## src/rtl/ram_sync_storage.sv

```systemverilog
// ram_sync_storage: single-port synchronous data RAM with registered read data,
// a 1- or 2-cycle read pipeline, a read-valid strobe, and a clear engine that
// zeroes the whole array after reset or on request while holding busy high.
module ram_sync_storage #(
   parameter int DATA_WIDTH     = 8,
   parameter int ADDR_WIDTH     = 8,
   parameter int READ_LATENCY   = 1,
   parameter int CLEAR_ON_RESET = 1
) (
   input  logic                  clk,
   input  logic                  rst_n,
   input  logic                  cs,
   input  logic                  rw,
   input  logic [ADDR_WIDTH-1:0] addr,
   input  logic [DATA_WIDTH-1:0] data_in,
   input  logic                  clear,
   output logic [DATA_WIDTH-1:0] data_out,
   output logic                  rd_valid,
   output logic                  busy
);

   localparam int                    DEPTH    = 2 ** ADDR_WIDTH;
   localparam logic [ADDR_WIDTH-1:0] PTR_LAST = ADDR_WIDTH'(DEPTH - 1);

   typedef enum logic {
      ST_IDLE,
      ST_CLEAR
   } state_t;

   state_t                  state;
   logic [ADDR_WIDTH-1:0]   ptr;

   logic [DATA_WIDTH-1:0]   mem [DEPTH];

   logic                    idle;
   logic                    take;
   logic                    wr_en;
   logic                    rd_en;
   logic                    mem_we;
   logic [ADDR_WIDTH-1:0]   mem_waddr;
   logic [DATA_WIDTH-1:0]   mem_wdata;

   logic                    rd_v0;
   logic [DATA_WIDTH-1:0]   rd_data0;
   logic                    last_v;
   logic [DATA_WIDTH-1:0]   last_data;

   // An access is only taken in IDLE, and a same-cycle clear request wins over it.
   assign idle      = (state == ST_IDLE);
   assign take      = idle & cs & ~clear;
   assign wr_en     = take & ~rw;
   assign rd_en     = take & rw;

   // The sweep owns the write port whenever it runs.
   assign mem_we    = wr_en | (state == ST_CLEAR);
   assign mem_waddr = (state == ST_CLEAR) ? ptr : addr;
   assign mem_wdata = (state == ST_CLEAR) ? '0 : data_in;

   // Clear engine: IDLE waits for a clear request, CLEAR walks every word once.
   // NOTE: every register in a clocked block uses <= so all flops update together at the edge.
   always_ff @(posedge clk or negedge rst_n) begin
      if (!rst_n) begin
         state <= (CLEAR_ON_RESET != 0) ? ST_CLEAR : ST_IDLE;
         ptr   <= '0;
         busy  <= (CLEAR_ON_RESET != 0);
      end else begin
         case (state)
            ST_IDLE: begin
               if (clear) begin
                  state <= ST_CLEAR;
                  ptr   <= '0;
                  busy  <= 1'b1;
               end
            end
            ST_CLEAR: begin
               ptr <= ptr + ADDR_WIDTH'(1);
               if (ptr == PTR_LAST) begin
                  state <= ST_IDLE;
                  busy  <= 1'b0;
               end
            end
            default: begin
               state <= ST_IDLE;
               busy  <= 1'b0;
            end
         endcase
      end
   end

   // Storage array plus its read register; read-first, so a read sees the
   // contents as they were before any write at the same edge.
   // NOTE: the array is deliberately left out of reset so it maps onto block RAM; the sweep zeroes it instead.
   always_ff @(posedge clk) begin
      if (mem_we) begin
         mem[mem_waddr] <= mem_wdata;
      end
      if (rd_en) begin
         rd_data0 <= mem[addr];
      end
   end

   // First read stage valid bit; flushed by reset so no stale strobe escapes.
   always_ff @(posedge clk or negedge rst_n) begin
      if (!rst_n) begin
         rd_v0 <= 1'b0;
      end else begin
         rd_v0 <= rd_en;
      end
   end

   generate
      if (READ_LATENCY == 2) begin : g_lat2
         logic                  rd_v1;
         logic [DATA_WIDTH-1:0] rd_data1;

         // Extra fully pipelined stage between the array read and the output register.
         always_ff @(posedge clk or negedge rst_n) begin
            if (!rst_n) begin
               rd_v1    <= 1'b0;
               rd_data1 <= '0;
            end else begin
               rd_v1 <= rd_v0;
               if (rd_v0) begin
                  rd_data1 <= rd_data0;
               end
            end
         end

         assign last_v    = rd_v1;
         assign last_data = rd_data1;
      end else begin : g_lat1
         assign last_v    = rd_v0;
         assign last_data = rd_data0;
      end
   endgenerate

   // Output register: loads only on a completing read, otherwise holds the last value.
   always_ff @(posedge clk or negedge rst_n) begin
      if (!rst_n) begin
         data_out <= '0;
         rd_valid <= 1'b0;
      end else begin
         rd_valid <= last_v;
         if (last_v) begin
            data_out <= last_data;
         end
      end
   end

endmodule

```

## config.mk

```make
export PLATFORM = sky130hd
export DESIGN_NAME = ram_sync_storage
export DESIGN_NICKNAME = d
export VERILOG_FILES = /design/src/rtl/ram_sync_storage.sv
export SDC_FILE = /design/constraint.sdc
export NUM_CORES = 2
export LEC_CHECK = 0
export BUFFER_PORTS_ARGS = -buffer_cell sky130_fd_sc_hd__buf_2
export CAP_MARGIN = 10
export CORE_ASPECT_RATIO = 1.25
export CORE_MARGIN = 4
export CORE_UTILIZATION = 40
export DETAILED_ROUTE_END_ITERATION = 6
export MAX_ROUTING_LAYER = met4
export SLEW_MARGIN = 20
export SYNTH_ARGS = -nofsm -noshare
export SYNTH_HDL_FRONTEND = slang
export SYNTH_SLANG_ARGS = --single-unit
export TNS_END_PERCENT = 100
```

## constraint.sdc

```tcl
create_clock -name clk -period 9.1 [get_ports clk]
set_input_delay 1.82 -clock clk [delete_from_list [all_inputs] [get_ports clk]]
set_output_delay 1.82 -clock clk [all_outputs]
set_load 0.05 [all_outputs]
```

Word level (Yosys, flattened, before mapping)
Memory sizes are Yosys's and may differ from the RTL's. A register that Yosys moved wholly into a read port is not among the register bits.
Index checks and enable logic that the tools add are counted.
- register bits: 20
- output and inout port bits: 10
- memories: 1
- logic and storage cells: 32
- RAM bits: 2048
- reductions and logical operators: 1
- bitwise operators: 8
- add/subtract/negate cells: 1
- mux-type cells: 12
- equality and inequality tests: 3
- memory list (memory ; depth ; bits a word ; read ports ; clocked after memory_dff ; wr ports ; line ; RTL):
    mem ; 256 ; 8 ; 1 ; 1 ; 1 ; 33 ; logic [DATA_WIDTH-1:0] mem [DEPTH];
- operator list (cell ; number):
    $mux W8 ; 3
    $pmux W8 S2 ; 1
    $add A8 B1 Y8 const B ; 1
    $eq A8 B8 Y1 const B ; 1
    $mux W1 ; 6
    $and A1 B1 Y1 ; 4
    $pmux W1 S2 ; 2
    $not A1 Y1 ; 3
    $ne A2 B1 Y1 const B ; 1
    $ne A2 B2 Y1 const B ; 1
    $reduce_and A2 Y1 ; 1
    $or A1 B1 Y1 ; 1

Longest topological paths before layout
- word-level depth: 7
- gate-level depth with buffers: 12
- gate-level depth less buffers: 6

Worst setup path before layout
Ideal clock, no wire load.
- path type: in2reg
- start: input port data_in[0]
- end: memory mem[0][0] (data pin)
- stages on the path: 1
- library setup time: 1447 ps
- path slack: -311 ps
- path buffers: 0
- data arrival time: 7965 ps
- cells stage by stage: nor2b_1
- longest elaborated chain between the ends: 1
- RTL lines (element ; line ; RTL):
    start, declared ; 15 ; input logic [DATA_WIDTH-1:0] data_in,
    $mux W8 ; 57 ; assign mem_wdata = (state == ST_CLEAR) ? '0 : data_in;
    end, declared ; 33 ;
Every way passes these cells.

==> results.yml <==
status:
  status: "finished, final reports clean"
synth:
  ys_dominant_reg_cell: "sky130_fd_sc_hd__edfxtp_1"
  syn_area_per_cell_um2: 20.7
  yosysWarnings: 0
  synth_sequential_area_ratio_pct: 77.0
  synth_edf_count: 2056
  netlist_area_mm2: 0.0808
  synth.ff_latch_count: 2076
  netlist_instances: 3899
  ys_types: 70
  synth_nets: 3921
  async_reset_ff_share_pct: 0.963
timing:
  hold_violations: 0
  fmaxAchievable_mhz: 183
  timing_max_transition_violations_final: 0
  timing.hold.ws_ns: 0.488
  rsz_0062_raised_after_global_routing: "false"
  final-setup-viol-count: 0
  post-route-min-period_ns: 5.45
  relSlewSlack_pct: 21.4
  timing.final.crit_share_pct: 59.9
  fin_skew_ns: 0.0422
  max_slew.worst_pin.slew_ns: 1.17
critical_path:
  cp_max_fo: 62
  critPathKind: "primary input to flip-flop"
  critPathMaxStageDelay_ns: 0.98
  critPathLaunchType: "primary input"
  crit_chain: "buf_8 -> buf_4 -> buf_4 -> mux4_2 -> a22oi_1 -> a21oi_1 -> nor4_1 -> nor4_2"
  worst_ep_required_time_ns: 9.66
  critPathCaptureType: "flip-flop"
  crit_top_cell: "sky130_fd_sc_hd__buf_4"
  cpMaxStageDelayCell: "sky130_fd_sc_hd__nor4_1"
  cp_data_arrival_time_ns: 6.02
floorplanning:
  dieArea_mm2: 0.209
  core_area_mm2: 0.201
  fp.dieH_um: 511
  floorplan.io_pins: 31
  initial_core_util_pct: 40.2
  floorplan.die.width_um: 410
  row_count: 184
drt:
  final_antenna_net_count: 0
  initialDrtViolationCount: 4608
  routed_wire_length_per_instance_um: 30.6
  via_count: 39500
  drt-vias-per-instance: 5.79
  firstDrtPassIters: 6
  drc_viols: 0
  drt-total-wl_um: 208000
global_route:
  antenna_found_initial: 6
  grt_usage_pct: 20.4
  global_route_wire_length_before_repair_um: 299000
  grt_start_max_net_pins: 197
  grt_pass1_vias: 40000
  grt.overflow.total: 0
power_and_ir_drop:
  fin_total_pwr_mw: 20.6
  cellLeakagePower_nw: 28.2
  vdd.ir_drop.worst_uv: 174
  powerDensity_mw_per_mm2: 229
clock_tree:
  number_of_instances_resized_during_post_cts_repair: 0
  clock_sinks: 2076
  cts.reportedPaths.clkPinSlew_ns: 0.07
  root_buffer: "sky130_fd_sc_hd__clkbuf_16"
  cts_made_buffers: 194
  clock_insertion_delay_worst_skew_ns: 0.85
  h-tree-depth: 4
  cts.hold.buffers_added: 0
  post_cts_repair_timing_setup_buffer_count: 0
  tritoncts: "yes"
  clk_path_buf_depth: 3
layout:
  layout.cell_area.non_filler_mm2: 0.0902
  post_route_cells_drive_above_1_share_pct: 21.7
  top_library_cells_by_usage_in_the_layout_fill_and_taps_aside: "2,056 x sky130_fd_sc_hd__edfxtp_1, 433 x sky130_fd_sc_hd__mux4_2, 276 x sky130_fd_sc_hd__nor2_1, 195 x sky130_fd_sc_hd__clkbuf_16, 159 x sky130_fd_sc_hd__mux2i_1"
  nNetsFinal: 3985
  layout_commonest_cell: "sky130_fd_sc_hd__edfxtp_1"
  area_growth_pct: 11.7
  final.fill_count: 16800
run:
  cap_violations: 0
place:
  placement.io_buffers: 30
  half_perimeter_wire_length_after_placement_um: 125000
  dpl_cell_area_mm2: 0.0837
  globalplace.congestion: 0.882
hold_path:
  hp-class: "flip-flop to flip-flop"
per-stage QoR:
stage	setup slack (ns)	setup TNS, ns	cells	utilization (%)
2_1_floorplan	-0.311	-239.17	3899	-
3_3_place_gp	2.36	0	6460	41.6
3_5_place_dp	2.68	0	6461	41.7
4_1_cts	3.61	0	6816	44.9
5_1_grt	3.47	0	6821	44.9
6_report	3.65	0	6821	44.9
synthesized netlist by cell type (3+ instances only):
| master | n | area, um2 |
|---|---|---|
| sky130_fd_sc_hd__o21ai_1 | 6 | 30.0 |
| sky130_fd_sc_hd__inv_1 | 9 | 33.8 |
| sky130_fd_sc_hd__nor4_2 | 10 | 125 |
| sky130_fd_sc_hd__or2_2 | 4 | 25.0 |
| sky130_fd_sc_hd__buf_1 | 11 | 41.3 |
| sky130_fd_sc_hd__and3_1 | 4 | 25.0 |
| sky130_fd_sc_hd__a2bb2oi_1 | 8 | 70.1 |
| sky130_fd_sc_hd__nand2_1 | 67 | 251 |
| sky130_fd_sc_hd__clkbuf_1 | 89 | 334 |
| sky130_fd_sc_hd__buf_8 | 5 | 75.1 |
| sky130_fd_sc_hd__a21oi_1 | 126 | 631 |
| sky130_fd_sc_hd__o221ai_1 | 39 | 342 |
| sky130_fd_sc_hd__mux2i_1 | 159 | 1590 |
| sky130_fd_sc_hd__and2_1 | 5 | 31.3 |
| sky130_fd_sc_hd__nor4_1 | 20 | 125 |
| sky130_fd_sc_hd__a221oi_1 | 11 | 96.3 |
| sky130_fd_sc_hd__a31oi_1 | 14 | 87.6 |
| sky130_fd_sc_hd__a22o_1 | 14 | 123 |
| sky130_fd_sc_hd__dfrtp_1 | 18 | 450 |
| sky130_fd_sc_hd__nand3b_1 | 4 | 30.0 |
| sky130_fd_sc_hd__o32ai_4 | 3 | 82.6 |
| sky130_fd_sc_hd__buf_2 | 70 | 350 |
| sky130_fd_sc_hd__buf_4 | 21 | 158 |
| sky130_fd_sc_hd__buf_6 | 35 | 394 |
| sky130_fd_sc_hd__o22ai_1 | 33 | 206 |
| sky130_fd_sc_hd__nor2b_1 | 16 | 100 |
| sky130_fd_sc_hd__or3_1 | 3 | 18.8 |
| sky130_fd_sc_hd__nor3_1 | 25 | 125 |
| sky130_fd_sc_hd__mux2_2 | 11 | 124 |
| sky130_fd_sc_hd__edfxtp_1 | 2056 | 61700 |
| sky130_fd_sc_hd__buf_12 | 7 | 140 |
| sky130_fd_sc_hd__nor2_1 | 278 | 1040 |
| sky130_fd_sc_hd__nand2b_1 | 9 | 56.3 |
| sky130_fd_sc_hd__a221oi_2 | 5 | 75.1 |
| sky130_fd_sc_hd__a211oi_1 | 6 | 45.0 |
| sky130_fd_sc_hd__nand4_1 | 3 | 18.8 |
| sky130_fd_sc_hd__a22oi_1 | 145 | 1090 |
| sky130_fd_sc_hd__nor3_2 | 3 | 30.0 |
| sky130_fd_sc_hd__mux4_2 | 433 | 9750 |
| sky130_fd_sc_hd__o21ai_0 | 43 | 215 |
| sky130_fd_sc_hd__nand3_1 | 36 | 180 |
worst paths after layout:
kind	endpoint	slack [ns]	depth (start not counted)	from
worst max-delay path	last_data[1]	3.65	8	addr[0]
worst min-delay path	data_out[2]	0.49	1	last_data[2]
worst max register to register	mem[128][0]	4.76	6	state
worst min register to register	data_out[2]	0.49	1	last_data[2]
max in group asynchronous	data_out[5]	7.68	1	rst_n
min in group asynchronous	data_out[4]	0.98	1	rst_n
flip-flops by register name, indices dropped and copies added (netlist names):
register / flops
busy: 1
rd_valid: 1
state: 1
ptr: 8
last_v: 1
last_data: 8
mem: 2048
data_out: 8
power breakdown:
group | internal [mW] | switching, mW
Sequential | 10.6 | 0.0845
Combinational | 0.446 | 1.23
Clock | 4.68 | 3.55
kinds of logic (layout without fill, tap and decap cells):
family                     count (synthesis)  after routing  synth area share [%]
AOI/OAI and AO/OA                        472            472                  4.06
adders and majority gates                  1              1                0.0155
buffers and inverters                    251            474                  1.91
DFF                                     2076           2076                  77.0
muxes                                    603            603                  14.2
other                                      0              2                     0
and+or+nand+nor                          496            496                  2.80
worst max-delay path: cells and delay by family:
family	cells	cell delay, ns
buf+inv	3	1.86
simple gates	2	1.10
mux	1	0.61
compound gates	2	0.36
final cells by class:
cell class	count	area, um2	share of cell area, %
flip-flops and latches	2076	62200	69.0
clock buffers	235	5050	5.60
diodes	2	5.00	0.00555
inverters	12	47.5	0.0527
clock inverters	120	1400	1.55
well taps	2697	3370	3.74
multi-input cells	1572	17200	19.0
repair buffers	107	951	1.05
layer usage:
layer	up-vias	global-route usage [%]	wire length, um
met3	402	3.00	14600
met5	-	-	0
met1	21000	26.0	80400
met4	0	8.23	9230
li1	16400	-	-
met2	1722	33.3	104000
No activity file was read; power rests on OpenSTA's default activity.
